`src/rtl/note_decoder_if.sv`:
```
// Key-number bus between the switch coder and the note decoder, plus the
// decoder's event/voice outputs toward the envelope and tone generators.
interface note_decoder_if;
  logic [2:0] num_i;
  logic       num_val_i;
  logic [2:0] note_o;
  logic [7:0] onehot_o;
  logic       gate_o;
  logic       active_o;
  logic       note_on_o;
  logic       note_off_o;

  modport master (
    output num_i, num_val_i,
    input  note_o, onehot_o, gate_o, active_o, note_on_o, note_off_o
  );

  modport slave (
    input  num_i, num_val_i,
    output note_o, onehot_o, gate_o, active_o, note_on_o, note_off_o
  );
endinterface

```
`src/rtl/note_decoder.sv`:
```
// Glitch-filters the switch coder's key number and tracks the voice through
// IDLE / ACTIVE / RELEASE, producing note events, gate and key LEDs.
module note_decoder #(
  parameter int unsigned STABLE_CYCLES  = 4,
  parameter int unsigned RELEASE_CYCLES = 1024
) (
  input  logic          clk_i,
  input  logic          rst_i,
  note_decoder_if.slave bus
);

  localparam int unsigned SW = $clog2(STABLE_CYCLES + 1);
  localparam int unsigned RW = $clog2(RELEASE_CYCLES + 1);

  typedef enum logic [1:0] {
    ST_IDLE    = 2'd0,
    ST_ACTIVE  = 2'd1,
    ST_RELEASE = 2'd2
  } state_e;

  // Input stage
  logic [3:0]    sample_d, sample_q;
  logic [SW-1:0] stb_cnt_d, stb_cnt_q;
  logic          acc_d, acc_q;
  logic          same;

  // Voice FSM and registered outputs
  state_e        state_d, state_q;
  logic [RW-1:0] rel_cnt_d, rel_cnt_q;
  logic [2:0]    note_d, note_q;
  logic [7:0]    onehot_d, onehot_q;
  logic          gate_d, gate_q;
  logic          active_d, active_q;
  logic          note_on_d, note_on_q;
  logic          note_off_d, note_off_q;

  logic          s_val;
  logic [2:0]    s_num;

  assign sample_d = {bus.num_val_i, bus.num_i};
  assign same     = (sample_d == sample_q);
  assign s_val    = sample_q[3];
  assign s_num    = sample_q[2:0];

  // NOTE: every signal driven in always_comb gets a default first, so no
  // path through the block can leave it unassigned and infer a latch.
  always_comb begin
    stb_cnt_d = stb_cnt_q;
    if (!same) begin
      stb_cnt_d = '0;
    end else if (stb_cnt_q != SW'(STABLE_CYCLES)) begin
      stb_cnt_d = stb_cnt_q + SW'(1);
    end
  end

  // Only the transition into saturation is an event, so a held key fires once.
  assign acc_d = same && (stb_cnt_q == SW'(STABLE_CYCLES - 1));

  // NOTE: state is updated with non-blocking assignments so every register
  // samples the pre-edge values, independent of statement order.
  always_ff @(posedge clk_i or posedge rst_i) begin
    if (rst_i) begin
      sample_q  <= '0;
      stb_cnt_q <= '0;
      acc_q     <= 1'b0;
    end else begin
      sample_q  <= sample_d;
      stb_cnt_q <= stb_cnt_d;
      acc_q     <= acc_d;
    end
  end

  // FSM state register, including the registered outputs
  always_ff @(posedge clk_i or posedge rst_i) begin
    if (rst_i) begin
      state_q    <= ST_IDLE;
      rel_cnt_q  <= '0;
      note_q     <= '0;
      onehot_q   <= '0;
      gate_q     <= 1'b0;
      active_q   <= 1'b0;
      note_on_q  <= 1'b0;
      note_off_q <= 1'b0;
    end else begin
      state_q    <= state_d;
      rel_cnt_q  <= rel_cnt_d;
      note_q     <= note_d;
      onehot_q   <= onehot_d;
      gate_q     <= gate_d;
      active_q   <= active_d;
      note_on_q  <= note_on_d;
      note_off_q <= note_off_d;
    end
  end

  // FSM next state; a retrigger in RELEASE wins over release expiry
  always_comb begin
    state_d   = state_q;
    rel_cnt_d = rel_cnt_q;
    case (state_q)
      ST_IDLE: begin
        if (acc_q && s_val) state_d = ST_ACTIVE;
      end
      ST_ACTIVE: begin
        if (acc_q && !s_val) begin
          state_d   = ST_RELEASE;
          rel_cnt_d = '0;
        end
      end
      ST_RELEASE: begin
        if (acc_q && s_val) begin
          state_d   = ST_ACTIVE;
          rel_cnt_d = '0;
        end else if (rel_cnt_q == RW'(RELEASE_CYCLES - 1)) begin
          state_d   = ST_IDLE;
          rel_cnt_d = '0;
        end else begin
          rel_cnt_d = rel_cnt_q + RW'(1);
        end
      end
      default: begin
        state_d   = ST_IDLE;
        rel_cnt_d = '0;
      end
    endcase
  end

  // FSM outputs, computed from the transition and registered above
  always_comb begin
    note_on_d  = 1'b0;
    note_off_d = 1'b0;
    case (state_q)
      ST_IDLE:    note_on_d  = acc_q && s_val;
      ST_ACTIVE: begin
        note_on_d  = acc_q && s_val && (s_num != note_q);
        note_off_d = acc_q && !s_val;
      end
      ST_RELEASE: note_on_d  = acc_q && s_val;
      default:    note_on_d  = 1'b0;
    endcase
    note_d   = note_on_d ? s_num : note_q;
    gate_d   = (state_d == ST_ACTIVE);
    active_d = (state_d != ST_IDLE);
    onehot_d = active_d ? (8'd1 << note_d) : 8'h00;
  end

  assign bus.note_o     = note_q;
  assign bus.onehot_o   = onehot_q;
  assign bus.gate_o     = gate_q;
  assign bus.active_o   = active_q;
  assign bus.note_on_o  = note_on_q;
  assign bus.note_off_o = note_off_q;

endmodule

```
`src/flat_wrapper.sv`:
```
// flat-port wrapper written by rule: the top's interface ports become plain ports
module note_decoder_flat 
#(
  parameter int unsigned STABLE_CYCLES  = 4,
  parameter int unsigned RELEASE_CYCLES = 1024
)
  (clk_i, rst_i, bus_num_i, bus_num_val_i, bus_note_o, bus_onehot_o, bus_gate_o, bus_active_o, bus_note_on_o, bus_note_off_o);
  note_decoder_if bus_i ();
  input  logic clk_i;
  input  logic rst_i;
  input wire logic [$bits(bus_i.num_i)-1:0] bus_num_i;
  input wire logic [$bits(bus_i.num_val_i)-1:0] bus_num_val_i;
  output wire logic [$bits(bus_i.note_o)-1:0] bus_note_o;
  output wire logic [$bits(bus_i.onehot_o)-1:0] bus_onehot_o;
  output wire logic [$bits(bus_i.gate_o)-1:0] bus_gate_o;
  output wire logic [$bits(bus_i.active_o)-1:0] bus_active_o;
  output wire logic [$bits(bus_i.note_on_o)-1:0] bus_note_on_o;
  output wire logic [$bits(bus_i.note_off_o)-1:0] bus_note_off_o;
  assign bus_i.num_i = bus_num_i;
  assign bus_i.num_val_i = bus_num_val_i;
  assign bus_note_o = bus_i.note_o;
  assign bus_onehot_o = bus_i.onehot_o;
  assign bus_gate_o = bus_i.gate_o;
  assign bus_active_o = bus_i.active_o;
  assign bus_note_on_o = bus_i.note_on_o;
  assign bus_note_off_o = bus_i.note_off_o;
  note_decoder #(.STABLE_CYCLES(STABLE_CYCLES), .RELEASE_CYCLES(RELEASE_CYCLES)) u_core (.clk_i(clk_i), .rst_i(rst_i), .bus(bus_i));
endmodule
```
`config.mk`:
```
export PLATFORM = sky130hd
export DESIGN_NAME = note_decoder_flat
export DESIGN_NICKNAME = d
export VERILOG_FILES = /design/src/rtl/note_decoder_if.sv /design/src/rtl/note_decoder.sv /design/src/flat_wrapper.sv
export SDC_FILE = /design/constraint.sdc
export NUM_CORES = 1
export LEC_CHECK = 0
export CORE_UTILIZATION = 50
export CTS_CLUSTER_DIAMETER = 150
export CTS_CLUSTER_SIZE = 10
export DETAILED_ROUTE_END_ITERATION = 16
export PLACE_DENSITY = 0.72
export SKIP_LAST_GASP = 1
export SYNTH_ARGS = -nofsm -noshare
export SYNTH_HDL_FRONTEND = slang
export SYNTH_SLANG_ARGS = --single-unit
```
`constraint.sdc`:
```
create_clock -name clk_i -period 4.2 [get_ports clk_i]
set_clock_uncertainty 0.15 [all_clocks]
set_input_delay 0.84 -clock clk_i [delete_from_list [all_inputs] [get_ports clk_i]]
set_output_delay 0.84 -clock clk_i [all_outputs]
set_load 0.01 [all_outputs]
```
==> results.txt <==
Outcome: finished clean
Psw: 125 uW
Standard-cell rows: 21
Power density cells: 284 nW/um^2
Initial Util: 53.2%
Post-Synthesis Cell Area: 1820 sq um
Vias: 1282
Post-DP HPWL: 2190 microns
Clock transition at path regs: 100 ps
Register share of total power: 61.2%
Final setup viols: 0
Endpoint class of the critical path: primary output
Int Pwr: 459 uW
Max stage delay on crit path: 600 ps
Final std cell area, no fill: 2060 sq um
Synth Register Bits: 36
GRT Residual Overflow: 0
Final Cycle Share: 58.5%
Sequential area share after synthesis: 49.6%
Worst path top cell family by delay: buffers and inverters
H-tree depth: 2
Port buffer count: 20
Pin count of the biggest net entering global routing: 37
Area delta synth->final: 13.3%
Chip width: 62.3 microns
Synthesized Nets: 189
Clk pwr share: 34.0%
Yosys warning count: 0
Die span in y: 62.3 microns
Post-route ant nets: 0
Max-capacitance violation count: 0
Drt first-iter violations: 38
Post-CTS sizing: 0
Root Driver: clkbuf_4
Syn Area/Cell: 10.1 sq um
Arr. time, crit path: 1470 ps
CP Launch Type: flop
Post-CTS setup buffer count: 0
RSZ-0062 raised after global routing: false
Initial DRT Pass Iterations: 4
Logic gate share of total power: 4.8%
CP required: 3210 ps
Nets@finish: 205
Post-route setup TNS: 0 ps
Synth unique cells: 34
Detailed-route wire length per cell: 13.0 microns
CTS Buffer Depth: 2
Min-delay worst type: flop to flop
CTS tree: yes
Mapped Cells: 179
First-pass GRT wire length: 5840 microns
Die area: 3880 sq um
GP Congestion: 0.842
Wirelength, routed: 3120 microns
Worst-path cell chain: clkdlybuf4s50_1
Dpl cell area: 1990 sq um
Peak supply drop: 0.193 mV
Leak: 0.895 nW
Max Fanout on Critical Path: 10
Switching share of power: 21.4%
Vias per inst: 5.32
Vias in the first global route: 1336
Total track usage: 19.2%
Antenna violations before repair: 0
Clock Latency Late Sink: 330 ps
CP bufs+invs: 1
Slew Viols, Final: 0
Final Hold Viols: 0
IO Pins: 21
Core Region: 3420 sq um
Clk sink count: 36
DRC Markers: 0
CTS Buf Count: 5
Layout cells sized above 1: 7.18%
Critical path's slowest cell: clkdlybuf4s50_1
Relative slew slack: 66.7%
Worst slew pin tran: 498 ps
Max Clk Rate: 407 MHz
CTS Hold Bufs: 0
Ant diodes: 0
WS Path Type: flop to primary output
Tmin final: 2460 ps
[stage by stage]
step                power (mW)  hold WS (ps)  util, %  cells  setup slack (ps)
global route             0.610           453     60.2    241              1680
global placement         0.392           375     58.3    234              2160
finish                   0.584           411     60.2    241              1740
floorplan                0.383           355        -    179              2330
detailed placement       0.393           394     58.3    234              2130
CTS                      0.595           419     60.2    241              1740
[cells in the final DEF, fill, tap and decap left out, types with 2 or more instances in the layout]
master            n
ha_1              4
o21ai_0          12
o2111ai_1         6
nor3b_1           3
a21oi_2           2
nand4_1           2
o211ai_1          2
nor2_1           18
nand2_1          12
inv_1             8
nand3_1           3
a21oi_1          12
xnor2_1           8
xor2_1            8
clkbuf_4          5
nand2b_1          3
clkdlybuf4s50_1  20
clkbuf_8          2
or4b_1            3
or4_1             5
dfrtp_1          36
and3_1            5
or3_1             3
mux2_2            3
[kinds of logic after synthesis]
kind of cell / after synthesis / share of synthesized area (%)
AOI/OAI and AO/OA: 36 / 12.1
xor gates and xnor gates: 16 / 7.72
adders and majority gates: 4 / 2.76
buffers and inverters: 20 / 6.55
DFF: 36 / 49.6
muxes: 4 / 2.41
and+or+nand+nor: 63 / 18.8
[routing by layer]
| metal | share of wire [%] | GRT usage [%] | up-vias |
|---|---|---|---|
| met2 | 48 | 30.8 | 21 |
| li1 | - | - | 656 |
| met5 | 0 | 0 | - |
| met3 | 3.6 | 6.25 | 6 |
| met4 | 1.6 | 7.27 | 0 |
| met1 | 47 | 24.0 | 599 |
[worst min-delay path: cells and delay by family (launching register included)]
family / cells / cell delay [ps]
DFF: 1 / 410
AOI/OAI and AO/OA: 1 / 50
and+or+nand+nor: 1 / 70
[Yosys cell counts (all sizes together)]
library cell,number,area (sq um)
inv,8,30.0
xor2,8,70.1
nand3,3,15.0
clkbuf,2,7.51
nor2b,1,6.26
mux2,3,33.8
nor2,19,73.8
mux2i,1,10.0
dfrtp,36,901
and4,1,8.76
or3,3,18.8
nor3,1,5.00
nand4,2,12.5
a31oi,1,6.26
nand2b,3,18.8
or4,5,37.5
xnor2,8,70.1
buf,10,81.3
o41ai,1,8.76
o2111ai,6,52.6
a21oi,14,77.6
ha,4,50.1
and3b,1,8.76
and3,5,31.3
nor3b,3,22.5
o211ai,2,15.0
or4b,3,30.0
nand2,12,45.0
o21ai,12,60.1
or2b,1,7.51
[registers in the layout, indices dropped and copies added (netlist names), 2 cells and up]
| signal | count |
|---|---|
| u_core.rel_cnt_q | 11 |
| u_core.bus.onehot_o | 8 |
| u_core.sample_q | 4 |
| u_core.bus.note_o | 3 |
| u_core.stb_cnt_q | 3 |
| u_core.state_q | 2 |
[layout make-up]
type | instances | area [sq um]
clock buffers | 7 | 65.1
fillers | 297 | 1360
inverters | 8 | 30.0
multi-input cells | 123 | 796
flip-flops and latches | 36 | 901
well taps | 46 | 57.6
repair buffers | 21 | 208
[power by group through the flow]
stage	Combinational, mW	Clock (mW)	Sequential, mW
detailed placement	0.0290	0	0.364
global placement	0.0284	0	0.364
finish	0.0281	0.198	0.357
global route	0.0327	0.219	0.358
floorplan	0.0235	0	0.359
CTS	0.0292	0.208	0.357
[worst paths after layout]
check	to	cells after the start	slack [ps]	start
max	bus_note_o[2]	1	1740	u_core.bus.note_o[2]$_DFF_PP0_
min	u_core.rel_cnt_q[1]$_DFFE_PP0P_	2	410	u_core.rel_cnt_q[1]$_DFFE_PP0P_
max reg2reg	u_core.bus.onehot_o[3]$_DFF_PP0_	4	2120	u_core.state_q[1]$_DFF_PP0_
min reg2reg	u_core.rel_cnt_q[1]$_DFFE_PP0P_	2	410	u_core.rel_cnt_q[1]$_DFFE_PP0P_
max in group asynchronous	u_core.bus.onehot_o[3]$_DFF_PP0_	3	2850	rst_i
min in group asynchronous	u_core.bus.onehot_o[4]$_DFF_PP0_	3	740	rst_i
(Power assumes the default switching activity.)
